## src/rtl/wta_pkg.sv

```systemverilog
// rtl/wta_pkg.sv - shared constants, state encoding and bus helper for the WTA frame sequencer
package wta_pkg;

  localparam int NCH = 8;
  localparam int CW  = 12;
  localparam int KW  = 3;
  localparam logic [CW-1:0] FRAME_MAX = 12'd4095;

  typedef enum logic [1:0] {
    ST_IDLE = 2'd0,
    ST_ARM  = 2'd1,
    ST_RUN  = 2'd2,
    ST_DONE = 2'd3
  } state_e;

  function automatic logic [CW-1:0] ch_slice(input logic [NCH*CW-1:0] bus, input int c);
    return bus[c*CW +: CW];
  endfunction

endpackage

```

## src/rtl/wta_rank.sv

```systemverilog
// rtl/wta_rank.sv - NN/KNN admission priority for one frame cycle
module wta_rank
  import wta_pkg::*;
(
  input  logic [NCH-1:0] arrive,
  input  logic [NCH-1:0] nn,
  input  logic [NCH-1:0] knn,
  input  logic [KW-1:0]  kcnt,
  input  logic [KW-1:0]  k,
  output logic [NCH-1:0] nn_next,
  output logic [NCH-1:0] knn_next,
  output logic [KW-1:0]  kcnt_next
);

  always_comb begin
    nn_next   = nn;
    knn_next  = knn;
    kcnt_next = kcnt;
    // Descending scan so the lowest arriving index is the last writer.
    for (int c = NCH - 1; c >= 0; c--) begin
      if (nn == '0 && arrive[c]) begin
        nn_next    = '0;
        nn_next[c] = 1'b1;
      end
    end
    for (int c = 0; c < NCH; c++) begin
      if (arrive[c] && (kcnt_next < k)) begin
        knn_next[c] = 1'b1;
        kcnt_next   = kcnt_next + KW'(1);
      end
    end
  end

endmodule

```

## src/rtl/wta_frame_ctrl.sv

```systemverilog
// rtl/wta_frame_ctrl.sv - WTA frame sequencer: config commit, PWM drive, arrival timing, NN/KNN results
// Optional lateral inhibition of non-winner PWM is enabled by defining WTA_INHIBIT_EN.
module wta_frame_ctrl
  import wta_pkg::*;
(
  input  logic              clk,
  input  logic              rst_n,
  input  logic              i_ss_1,
  input  logic [NCH*CW-1:0] i_pw,
  input  logic [NCH-1:0]    i_switch,
  input  logic [KW-1:0]     i_knn_k,
  input  logic [NCH-1:0]    i_pulse,
  output logic [NCH-1:0]    o_pwm,
  output logic [NCH*CW-1:0] o_cnt,
  output logic [NCH-1:0]    o_nn,
  output logic [NCH-1:0]    o_knn,
  output logic              o_busy,
  output logic              o_done
);

  state_e            state_q, state_d;
  logic              ss_q, ss_d;
  logic [CW-1:0]     fc_q, fc_d;
  logic [NCH*CW-1:0] pw_q, pw_d;
  logic [NCH-1:0]    en_q, en_d;
  logic [KW-1:0]     k_q, k_d;
  logic [NCH-1:0]    arrived_q, arrived_d;
  logic [KW-1:0]     kcnt_q, kcnt_d;
  logic [NCH-1:0]    pwm_q, pwm_d;
  logic [NCH*CW-1:0] cnt_q, cnt_d;
  logic [NCH-1:0]    nn_q, nn_d;
  logic [NCH-1:0]    knn_q, knn_d;
  logic              busy_q, busy_d;
  logic              done_q, done_d;

  logic              commit;
  logic [NCH-1:0]    arrive;
  logic [NCH-1:0]    nn_rank, knn_rank;
  logic [KW-1:0]     kcnt_rank;
  logic [CW-1:0]     fc_inc;
  logic              frame_end;

  assign commit    = ss_q & ~i_ss_1;
  assign arrive    = (state_q == ST_RUN) ? (en_q & i_pulse & ~arrived_q) : '0;
  assign fc_inc    = fc_q + CW'(1);
  assign frame_end = (fc_q == FRAME_MAX) || (((arrived_q | arrive) & en_q) == en_q);

  wta_rank u_rank (
    .arrive    (arrive),
    .nn        (nn_q),
    .knn       (knn_q),
    .kcnt      (kcnt_q),
    .k         (k_q),
    .nn_next   (nn_rank),
    .knn_next  (knn_rank),
    .kcnt_next (kcnt_rank)
  );

  always_comb begin
    state_d   = state_q;
    ss_d      = i_ss_1;
    fc_d      = fc_q;
    pw_d      = pw_q;
    en_d      = en_q;
    k_d       = k_q;
    arrived_d = arrived_q;
    kcnt_d    = kcnt_q;
    pwm_d     = pwm_q;
    cnt_d     = cnt_q;
    nn_d      = nn_q;
    knn_d     = knn_q;
    if (commit) begin
      // Commit wins from any state, so a RUN abort drops its partial results here.
      state_d = ST_ARM;
      pwm_d   = '0;
      cnt_d   = '0;
      nn_d    = '0;
      knn_d   = '0;
    end else begin
      unique case (state_q)
        ST_ARM: begin
          pw_d      = i_pw;
          en_d      = i_switch;
          k_d       = i_knn_k;
          fc_d      = '0;
          arrived_d = '0;
          kcnt_d    = '0;
          nn_d      = '0;
          knn_d     = '0;
          for (int c = 0; c < NCH; c++) begin
            cnt_d[c*CW +: CW] = i_switch[c] ? FRAME_MAX : '0;
            pwm_d[c]          = i_switch[c] && (ch_slice(i_pw, c) != '0);
          end
          state_d = (i_switch != '0) ? ST_RUN : ST_DONE;
        end
        ST_RUN: begin
          arrived_d = arrived_q | arrive;
          nn_d      = nn_rank;
          knn_d     = knn_rank;
          kcnt_d    = kcnt_rank;
          for (int c = 0; c < NCH; c++) begin
            if (arrive[c]) cnt_d[c*CW +: CW] = fc_q;
          end
          if (frame_end) begin
            state_d = ST_DONE;
            pwm_d   = '0;
          end else begin
            // PWM is registered, so it is computed against the next frame count.
            fc_d = fc_inc;
            for (int c = 0; c < NCH; c++) begin
              pwm_d[c] = en_q[c] && (fc_inc < ch_slice(pw_q, c));
            end
`ifdef WTA_INHIBIT_EN
            if (nn_rank != '0) pwm_d = pwm_d & nn_rank;
`endif
          end
        end
        default: pwm_d = '0;
      endcase
    end
    busy_d = (state_d == ST_ARM) || (state_d == ST_RUN);
    done_d = (state_d == ST_DONE);
  end

  always_ff @(posedge clk or negedge rst_n) begin
    if (!rst_n) begin
      state_q   <= ST_IDLE;
      ss_q      <= 1'b0;
      fc_q      <= '0;
      pw_q      <= '0;
      en_q      <= '0;
      k_q       <= '0;
      arrived_q <= '0;
      kcnt_q    <= '0;
      pwm_q     <= '0;
      cnt_q     <= '0;
      nn_q      <= '0;
      knn_q     <= '0;
      busy_q    <= 1'b0;
      done_q    <= 1'b0;
    end else begin
      state_q   <= state_d;
      ss_q      <= ss_d;
      fc_q      <= fc_d;
      pw_q      <= pw_d;
      en_q      <= en_d;
      k_q       <= k_d;
      arrived_q <= arrived_d;
      kcnt_q    <= kcnt_d;
      pwm_q     <= pwm_d;
      cnt_q     <= cnt_d;
      nn_q      <= nn_d;
      knn_q     <= knn_d;
      busy_q    <= busy_d;
      done_q    <= done_d;
    end
  end

  assign o_pwm  = pwm_q;
  assign o_cnt  = cnt_q;
  assign o_nn   = nn_q;
  assign o_knn  = knn_q;
  assign o_busy = busy_q;
  assign o_done = done_q;

endmodule

```

## config.mk

```make
export PLATFORM = sky130hd
export DESIGN_NAME = wta_frame_ctrl
export DESIGN_NICKNAME = d
export VERILOG_FILES = /design/src/rtl/wta_pkg.sv /design/src/rtl/wta_rank.sv /design/src/rtl/wta_frame_ctrl.sv
export SDC_FILE = /design/constraint.sdc
export NUM_CORES = 1
export LEC_CHECK = 0
export BUFFER_PORTS_ARGS = -buffer_cell sky130_fd_sc_hd__buf_2
export CAP_MARGIN = 20
export CORE_ASPECT_RATIO = 1.25
export CORE_MARGIN = 5
export CORE_UTILIZATION = 40
export CTS_CLUSTER_SIZE = 30
export DETAILED_ROUTE_END_ITERATION = 7
export GPL_TIMING_DRIVEN = 1
export SETUP_SLACK_MARGIN = 0.2
export SYNTH_ARGS = -nofsm -noshare
export SYNTH_HDL_FRONTEND = slang
export SYNTH_SLANG_ARGS = --single-unit
```

## constraint.sdc

```tcl
create_clock -name clk -period 12.52 [get_ports clk]
set_input_delay 0.626 -clock clk [delete_from_list [all_inputs] [get_ports clk]]
set_output_delay 0.626 -clock clk [all_outputs]
set_load 0.03 [all_outputs]
```

==> results of run 1 <==
metrics by stage:
step	power, mW	hold WS, ns	setup slack [ns]	instance area [µm²]	std cells
2_1_floorplan	2.815	0.3304	2.560	13890	1313
3_3_place_gp	3.365	0.4567	1.605	15620	1982
3_5_place_dp	3.428	0.4603	0.9970	15620	1982
4_1_cts	4.284	0.09528	0.9391	16560	2034
5_1_grt	4.548	0.1405	0.2251	16570	2038
6_report	4.245	0.06716	1.068	16580	2039
sequential cells by signal (all words and copies together) (netlist names):
register and flops:
pw_q 96, o_pwm 8, o_busy 1, k_q 3, state_q 2, o_knn 8
en_q 8, arrived_q 8, fc_q 12, o_nn 8, o_done 1, o_cnt 96
ss_q 1, kcnt_q 3
layout make-up:
class | count | area [µm²]
Inverter | 104 | 390.4
Tap cell | 468 | 585.6
Sequential cell | 255 | 6381
Timing Repair Buffer | 261 | 1384
Clock buffer | 44 | 810.8
Multi-Input combinational cell | 894 | 6885
Clock inverter | 8 | 126.4
Antenna cell | 5 | 12.51
Fill cell | 3320 | 17850
logic make-up (layout without fill, tap and decap cells):
| kind of cell | count (synthesis) | in the layout |
|---|---|---|
| adders and majority gates | 117 | 117 |
| and+or+nand+nor | 347 | 347 |
| muxes | 120 | 120 |
| AOI/OAI and AO/OA | 290 | 290 |
| xor gates and xnor gates | 20 | 20 |
| other | 0 | 5 |
| buffers and inverters | 164 | 417 |
| DFF | 255 | 255 |
per-layer routing:
layer | up-vias | wire length (µm) | track usage, %
li1 | 5198 | - | -
met1 | 5308 | 17540 | 27.67
met2 | 356 | 18450 | 32.76
met3 | 85 | 2564 | 3.651
met4 | 10 | 1183 | 6.811
met5 | - | 65 | 0
synthesized netlist by cell type, drive strengths merged, types with 3 or more instances:
library cell,number
a32o,9
o31ai,102
nor4,28
nand2,140
o211ai,4
nor2,68
and3,10
mux2,112
o21ai,48
and2,6
xor2,8
inv,103
dfrtp,255
a21oi,30
nor3b,5
xnor2,12
nor4b,16
clkbuf,43
mux2i,8
nand4b,3
a31oi,17
nand4,3
nor2b,16
and4b,4
nand3,16
nor3,11
a21boi,8
o2111ai,3
ha,117
a211o,11
nand2b,14
o21a,41
buf,17
critical path: cells and delay by family (launching register included):
family	cells	cell delay, ns
DFF	1	0.37
muxes	2	0.64
buffers and inverters	1	0.28
AOI/OAI and AO/OA	14	3.25
xor gates and xnor gates	7	1.66
adders and majority gates	8	2.46
and+or+nand+nor	15	2.67
power breakdown:
part / total (mW) / internal (mW) / switching, mW
Sequential: 1.41 / 1.19 / 0.223
Combinational: 1.99 / 0.741 / 1.25
Clock: 0.844 / 0.489 / 0.355
worst max path at each step:
stage                        from                    end  slack, ns
6_report       k_q[1]$_DFFE_PN0P_  kcnt_q[0]$_DFFE_PN0P_       1.07
4_1_cts        k_q[1]$_DFFE_PN0P_  kcnt_q[0]$_DFFE_PN0P_       0.94
5_1_grt        k_q[1]$_DFFE_PN0P_  kcnt_q[0]$_DFFE_PN0P_       0.23
2_1_floorplan  k_q[1]$_DFFE_PN0P_  kcnt_q[2]$_DFFE_PN0P_       2.56
3_3_place_gp   k_q[1]$_DFFE_PN0P_  kcnt_q[1]$_DFFE_PN0P_       1.60
3_5_place_dp   k_q[1]$_DFFE_PN0P_  kcnt_q[0]$_DFFE_PN0P_        1.0
timing repair:
| action | 4_1_cts | 5_1_grt |
|---|---|---|
| endpoints found under the setup margin | 0 | 4 |
| setup buffers | 0 | 0 |
| resized for setup | 0 | 2 |
==> flow_summary_export.csv, run 1 <==
group,metric,value,unit
timing,fin_setup_tns,0,ns
synth,synth_cells,1313,
critical_path,crit_path_frequent_cell,"ha_1",
placed_design,port_buffers,239,
critical_path,rr_worst_depth,47,
clock_tree,cts_buffer_depth,3,
timing,fin_crit_sh,91.47,%
route,first_pass_iters,5,
clock_tree,h-tree-depth,1,
synth,synth_top_cell_area_share,45.95,%
critical_path,cp.arrival,11.89,ns
critical_path,path_class,"reg -> reg",
synth,synth_nets,1548,
grt,gr-total-overflow,0,
timing,fin_crit,11.45,ns
hold_path,hold_path.class,"in -> async",
floorplan,core-area,34420,µm²
timing,max_freq,0.08732,GHz
route,num_vias,10960,
placed_design,routabilityCongestion,0.8549,
synth,synth_edf_count,0,
cells_and_area,syn_to_final_growth,19.37,%
grt,grt_pass1_wl,61920,µm
synth,synth-simple-area-share,12.58,%
synth,seq_area_frac_synth,45.95,%
clock_tree,cts_tree,"yes",
route,route.detailed.drc,0,
route,drtIter0Drc,718,
route,antenna_left,0,
floorplan,fp-row-count,76,
critical_path,slowest_delay,0.40,ns
synth,synthMuxAreaShare,9.885,%
route,wl_per_cell,19.52,µm
synth,synth_async_sr_flop_share,100.0,%
clock_tree,cts_sinks,255,
critical_path,r2r_start,"k_q[1]$_DFFE_PN0P_",
critical_path,endpoint_kind,"register",
synth,ys_ff_latch,255,
synth,synth-compound-area-share,14.70,%
floorplan,fp.dieW,176.7,µm
clock_tree,path_clk_slew,0.06,ns
critical_path,r2r_end,"kcnt_q[0]$_DFFE_PN0P_",
cells_and_area,drive_gt1_share,27.97,%
grt,grt_use_total,20.29,%
run,max-cap-violations,0,
synth,synth-warning-count,0,
timing,maxSlewViolCount,0,
cells_and_area,fin_util,48.15,%
clock_tree,cts_hold_buf,0,
critical_path,ff2ff_setup_slack,1.07,ns
cells_and_area,nNetsFinal,1779,
floorplan,io_pins,240,
timing,clock_skew,0.02173,ns
synth,synthFlopType,"dfrtp_1",
critical_path,crit_fanout,8,
timing,rsz0062_at_grt,"no",
placed_design,hpwl,29210,µm
synth,synth_top_family_by_area,"compound AO/OA/AOI/OAI gates",
critical_path,crit_required,12.96,ns
cells_and_area,layout_common_cells,"255 x dfrtp_1, 238 x buf_2, 137 x nand2_1",
critical_path,crit_path_top_delay_cell,"mux2_2",
route,routed_wl,39800,µm
power,p_per_area,256.1,nW/µm²
run_status,status,"finished clean",
synth,ys_types,68,
timing,worst_pin_slew,1.145,ns
power,worst_ir_drop_vdd,119.4,µV
grt,antenna_found_initial,10,
synth,synth_area_leaders,"dfrtp_1 46%, ha_1 11%, mux2_2 8.8%",
clock_tree,clock_latency,0.58,ns
timing,hold_viol,0,
critical_path,crit_path_start_kind,"register",
synth,synth_xor_xnor_area_share,1.721,%
grt,grt_max_degree,157,
synth,yosysTopAreaCell,"dfrtp_1",
clock_tree,cts_buffers,28,
floorplan,die_h,218.3,µm
synth,syn-cell-area,13890,µm²
synth,synth_fa_ha_area_share,10.54,%
floorplan,start_util,40.34,%
power,leakagePower,8.327,nW
synth,synth.avg_cell_area,10.58,µm²
clock_tree,cts-root-buf,"clkbuf_16",
timing,slew_headroom,23.39,%
timing,setup_violations,0,
grt,grt_pass1_vias,10990,
cells_and_area,final_common_cell,"dfrtp_1",
route,viasPerCell,5.374,
floorplan,design.die.area,38560,µm²
Power figures use the tool's default switching activity.
==> run 2: changes to the inputs <==
--- a/config.mk
+++ b/config.mk
@@ -16,4 +16,5 @@
 export SETUP_SLACK_MARGIN = 0.2
 export SYNTH_ARGS = -nofsm -noshare
 export SYNTH_HDL_FRONTEND = slang
+export SYNTH_HIERARCHICAL = 1
 export SYNTH_SLANG_ARGS = --single-unit
==> flow_summary_export.csv, run 2 <==
group,metric,value,unit
route,num_vias,11190,
route,wl_met1,17620,µm
floorplan,core-area,34420,µm²
route,route.detailed.drc,0,
grt,grt_max_degree,110,
clock_tree,cts_sinks,255,
grt,grt_use_total,20.52,%
route,first_pass_iters,5,
synth,synth_top_cell_area_share,45.95,%
cells_and_area,nFillCells,3240,
run,max-cap-violations,0,
critical_path,endpoint_kind,"register",
hold_path,hold_path.class,"in -> async",
synth,synth_cells,1343,
synth,synth_area_leaders,"dfrtp_1 46%, ha_1 11%, mux2_2 8.9%",
synth,synth_async_sr_flop_share,100.0,%
power,p_per_area,256.6,nW/µm²
synth,ys_ff_latch,255,
placed_design,detailedPlace.worstSlack,0.7460,ns
critical_path,crit_fanout,8,
route,antenna_left,0,
placed_design,routabilityCongestion,0.8261,
cells_and_area,nNetsFinal,1824,
timing,fin_crit_sh,89.33,%
run_status,status,"finished clean",
critical_path,r2r_start,"k_q[2]$_DFFE_PN0P_",
cells_and_area,multiInputGateArea,6864,µm²
floorplan,design.die.area,38560,µm²
synth,seq_area_frac_synth,45.95,%
cells_and_area,syn_to_final_growth,20.15,%
power,leakagePower,8.360,nW
timing,fin_crit,11.18,ns
critical_path,path_class,"reg -> reg",
synth,synth_commonest_cells,"255 x dfrtp_1, 169 x nand2_1, 117 x ha_1",
route,routed_wl,40220,µm
critical_path,cpLargestDelayFamily,"simple AND/OR/NAND/NOR gates",
route,met3_length,2046,µm
floorplan,fp.dieW,176.7,µm
synth,syn-cell-area,13890,µm²
power,worst_ir_drop_vdd,107.1,µV
timing,setup_slack,1.336,ns
cells_and_area,antenna_cells,0,
clock_tree,cts-root-buf,"clkbuf_16",
clock_tree,cts_buffers,28,
synth,yosysTopAreaCell,"dfrtp_1",
placed_design,dpl_cell_area,15650,µm²
clock_tree,h-tree-depth,1,
timing,max_freq,0.08941,GHz
cells_and_area,fin_util,48.47,%
timing,hold_viol,0,
floorplan,fp-row-count,76,
synth,synth.most_common_cell,"dfrtp_1",
timing,maxSlewViolCount,0,
critical_path,slowest_delay,0.38,ns
clock_tree,cts_hold_buf,0,
cells_and_area,final_area,16680,µm²
clock_tree,path_clk_slew,0.06,ns
timing,setup_violations,0,
synth,synth.avg_cell_area,10.34,µm²
placed_design,hpwl,29370,µm
critical_path,cp.arrival,11.64,ns
critical_path,cp-startpoint,"k_q[2]$_DFFE_PN0P_",
synth,synthFlopType,"dfrtp_1",
synth,synth_nets,1578,
clock_tree,clock_latency,0.58,ns
route,wl_met2,19610,µm
critical_path,crit_path_frequent_cell,"nand2_1",
critical_path,crit_path_start_kind,"register",
floorplan,io_pins,240,
grt,grt_pass1_vias,11180,
clock_tree,cts_tree,"yes",
cells_and_area,final_common_cell,"dfrtp_1",
power,total_power,4.281,mW
timing,fin_setup_tns,0,ns
route,wl_per_cell,19.36,µm
grt,grt_pass1_wl,62980,µm
floorplan,die_h,218.3,µm
synth,synth-warning-count,6,
synth,synth_edf_count,0,
critical_path,crit_required,12.98,ns
grt,gr-total-overflow,0,
cells_and_area,layout_common_cells,"255 x dfrtp_1, 238 x buf_2, 168 x nand2_1",
timing,worst_pin_slew,1.146,ns
route,viasPerCell,5.383,
cells_and_area,register_area,6381,µm²
cells_and_area,drive_gt1_share,28.70,%
critical_path,crit_path_top_delay_cell,"or3b_1",
synth,ys_types,71,
floorplan,start_util,40.34,%
timing,rsz0062_at_grt,"no",
timing,clock_skew,0.02096,ns
placed_design,port_buffers,239,
grt,antenna_found_initial,3,
timing,slew_headroom,22.81,%
clock_tree,cts_buffer_depth,3,
critical_path,worst-path-buf-inv,3,
route,highest_layer,"met5",
route,drtIter0Drc,766,
run 2: changes by cell type after synthesis, moves of 11 or more:
cell      before  now
nand3_1       16   35
clkbuf_1      43   30
a22o_1         2   17
nand2_1      138  169
a21oi_1       30   41
o21a_1        41    2
nor4b_1       16    0
o21ai_1       15    3
run 2: what timing repair did:
action	4_1_cts	5_1_grt
buffers inserted	0	0
gates resized for setup	0	5
endpoints found under the setup margin	0	4
hold endpoints to repair	0	0
run 2: worst register-to-register path: cells and delay by family, from the launching register on:
family,cells,cell delay (ns)
compound gates,13,2.66
xor+xnor,8,1.88
fa+ha+maj,8,2.25
flops,1,0.37
mux,1,0.32
simple gates,21,3.15
buf+inv,3,0.44
run 2: power by group:
group          switching [mW]  internal, mW  leakage [nW]
clock                   0.352         0.501         0.470
combinational            1.26         0.748          4.70
sequential              0.235          1.18          3.19
run 2: per-stage QoR:
stage / hold slack (ns) / cells
2_1_floorplan: 0.3304 / 1343
3_3_place_gp: 0.4537 / 2022
3_5_place_dp: 0.4609 / 2023
4_1_cts: 0.1299 / 2074
5_1_grt: 0.1600 / 2078
6_report: 0.09749 / 2078
run 2: cells by family (layout without fill, tap and decap cells):
kind of cell	count (synthesis)	count (layout)	share of synthesized area, %
AND/OR/NAND/NOR	383	383	13.07
AO/OA/AOI/OAI	284	284	14.65
adder cells (fa/ha/maj)	117	117	10.54
flip-flops	255	255	45.95
buffers and inverters	168	435	4.839
XOR/XNOR	18	18	1.243
multiplexers	118	118	9.695
run 2: per-layer routing:
metal | up-vias | global-route usage [%]
met4 | 6 | 5.470
li1 | 5325 | -
met3 | 63 | 3.062
met2 | 324 | 35.36
met1 | 5468 | 27.04
met5 | - | 0
run 2: layout make-up:
cell class / instances / share of cell area, %
clock buffers: 39 / 4.927
clock inverters: 12 / 0.8550
inverters: 113 / 2.542
multi-input cells: 920 / 41.14
flip-flops and latches: 255 / 38.25
well taps: 468 / 3.510
repair buffers: 271 / 8.775
run 2: worst paths after layout:
path / to / slack, ns / cells past startpoint
setup / recovery: kcnt_q[2]$_DFFE_PN0P_ / 1.34 / 54
max in group asynchronous: o_knn[4]$_DFFE_PN0P_ / 10.96 / 2
setup reg to reg: kcnt_q[2]$_DFFE_PN0P_ / 1.34 / 54
hold / removal: pw_q[50]$_DFFE_PN0P_ / 0.1 / 1
hold reg to reg: o_cnt[19]$_DFFE_PN0P_ / 0.47 / 2
min in group clk: ss_q$_DFF_PN0_ / 0.23 / 1
==> run 3: changes to the inputs <==
--- a/config.mk
+++ b/config.mk
@@ -7,12 +7,16 @@
 export LEC_CHECK = 0
 export BUFFER_PORTS_ARGS = -buffer_cell sky130_fd_sc_hd__buf_2
 export CAP_MARGIN = 20
+export CELL_PAD_IN_SITES_DETAIL_PLACEMENT = 1
+export CELL_PAD_IN_SITES_GLOBAL_PLACEMENT = 2
 export CORE_ASPECT_RATIO = 1.25
 export CORE_MARGIN = 5
-export CORE_UTILIZATION = 40
+export CORE_UTILIZATION = 36
 export CTS_CLUSTER_SIZE = 30
 export DETAILED_ROUTE_END_ITERATION = 7
 export GPL_TIMING_DRIVEN = 1
+export MAX_ROUTING_LAYER = met4
+export PLACE_DENSITY_LB_ADDON = 0.1
 export SETUP_SLACK_MARGIN = 0.2
 export SYNTH_ARGS = -nofsm -noshare
 export SYNTH_HDL_FRONTEND = slang
==> flow_summary_export.csv, run 3 (synthesis results as in run 2) <==
group,metric,value,unit
run_status,status,"finished clean",
critical_path,path_class,"reg -> reg",
floorplan,core-area,38140,µm²
route,wl_per_cell,21.16,µm
power,worst_ir_drop_vdd,121.3,µV
critical_path,slowest_delay,0.40,ns
hold_path,hold_path.class,"in -> async",
critical_path,crit_path_start_kind,"register",
power,p_per_area,258.6,nW/µm²
clock_tree,cts_hold_buf,0,
placed_design,port_buffers,239,
clock_tree,cts_resized,0,
clock_tree,clock_latency,0.58,ns
route,highest_layer,"met4",
critical_path,r2r_start,"state_q[0]$_DFF_PN0_",
clock_tree,h-tree-depth,1,
timing,max_freq,0.08929,GHz
clock_tree,post-cts-setup-buffers,0,
clock_tree,cts_buffers,29,
power,leakagePower,8.341,nW
cells_and_area,syn_to_final_growth,20.20,%
grt,antenna_found_initial,3,
grt,grt_use_total,21.47,%
grt,grt_max_degree,118,
timing,fin_setup_tns,0,ns
cells_and_area,drive_gt1_share,28.83,%
critical_path,cp-startpoint,"state_q[0]$_DFF_PN0_",
floorplan,design.die.area,42620,µm²
critical_path,worst-path-buf-inv,4,
clock_tree,cts_tree,"yes",
timing,worst_pin_slew,1.157,ns
run,max-cap-violations,0,
grt,grt_pass1_vias,12040,
timing,setup_violations,0,
floorplan,fp-row-count,80,
route,drtIter0Drc,424,
critical_path,endpoint_kind,"register",
clock_tree,cts-root-buf,"clkbuf_16",
route,num_vias,11170,
critical_path,ff2ff_setup_slack,1.32,ns
clock_tree,path_clk_slew,0.06,ns
grt,gr-total-overflow,0,
timing,hold_viol,0,
cells_and_area,nFillCells,4345,
route,wl_met2,22010,µm
timing,fin_crit,11.20,ns
cells_and_area,nNetsFinal,1826,
route,routed_wl,44600,µm
timing,rsz0062_at_grt,"no",
cells_and_area,layout_common_cells,"255 x dfrtp_1, 239 x buf_2, 168 x nand2_1",
cells_and_area,final_common_cell,"dfrtp_1",
placed_design,hpwl,32820,µm
route,viasPerCell,5.300,
route,met3_length,1758,µm
critical_path,crit_path_top_delay_cell,"dfrtp_1",
route,wl_met1,19970,µm
critical_path,rr_worst_depth,54,
route,first_pass_iters,5,
route,antenna_left,0,
timing,maxSlewViolCount,0,
timing,holdWs,0.08199,ns
clock_tree,cts_sinks,255,
critical_path,cp.arrival,11.70,ns
floorplan,start_util,36.41,%
grt,grt_pass1_wl,70100,µm
placed_design,dpl_cell_area,15710,µm²
timing,fin_crit_sh,89.45,%
critical_path,crit_fanout,6,
floorplan,io_pins,240,
placed_design,routabilityCongestion,0.8210,
clock_tree,cts_buffer_depth,3,
critical_path,crit_required,13.02,ns
timing,clock_skew,0.01791,ns
cells_and_area,final_area,16690,µm²
floorplan,die_h,229.6,µm
route,route.detailed.drc,0,
floorplan,fp.dieW,185.7,µm
timing,slew_headroom,22.59,%
critical_path,r2r_end,"kcnt_q[2]$_DFFE_PN0P_",
critical_path,cpLargestDelayFamily,"simple AND/OR/NAND/NOR gates",
run 3: cell types whose count changed in the layout (fill, tap and decap cells not counted), moves of 2 or more:
cell and delta:
clkbuf_4 -2, clkbuf_8 -3, diode_2 +3, clkbuf_1 +2, buf_4 +4, clkinvlp_4 +2
run 3: through the flow:
stage | util (%) | instances | total power [mW] | worst slack, ns
final | 43.77 | 2108 | 4.317 | 1.321
after global routing | 43.77 | 2108 | 4.656 | 0.2598
after CTS | 43.66 | 2105 | 4.383 | 0.3784
after detailed placement | 41.20 | 2052 | 3.511 | 0.4013
after global placement | 41.19 | 2051 | 3.442 | 0.9971
after floorplan | - | 1343 | 2.822 | 2.106
run 3: layer usage:
layer  track usage [%]  vias up
li1                  -     5338
met1             28.28     5555
met2             35.86      225
met3             2.381       55
met4             4.715        0
met5                 -        -
run 3: worst max path at each step:
stage / slack (ns) / cells after the start / to
6_report: 1.32 / 54 / kcnt_q[2]$_DFFE_PN0P_
5_1_grt: 0.26 / 55 / kcnt_q[2]$_DFFE_PN0P_
4_1_cts: 0.38 / 53 / kcnt_q[2]$_DFFE_PN0P_
3_5_place_dp: 0.40 / 52 / kcnt_q[2]$_DFFE_PN0P_
3_3_place_gp: 1.0 / 52 / kcnt_q[2]$_DFFE_PN0P_
2_1_floorplan: 2.11 / 54 / kcnt_q[2]$_DFFE_PN0P_
run 3: where the power goes:
group / switching (mW) / internal (mW)
clock: 0.367 / 0.479
sequential: 0.234 / 1.18
combinational: 1.30 / 0.751
run 3: final cells by class:
| cell class | count | area, µm² | area share [%] |
|---|---|---|---|
| Sequential cell | 255 | 6381 | 38.23 |
| Inverter | 113 | 424.2 | 2.541 |
| Clock buffer | 39 | 813.3 | 4.873 |
| Clock inverter | 14 | 126.4 | 0.7571 |
| Antenna cell | 3 | 7.507 | 0.04498 |
| Timing Repair Buffer | 272 | 1451 | 8.696 |
| Multi-Input combinational cell | 920 | 6872 | 41.17 |
| Tap cell | 492 | 615.6 | 3.688 |
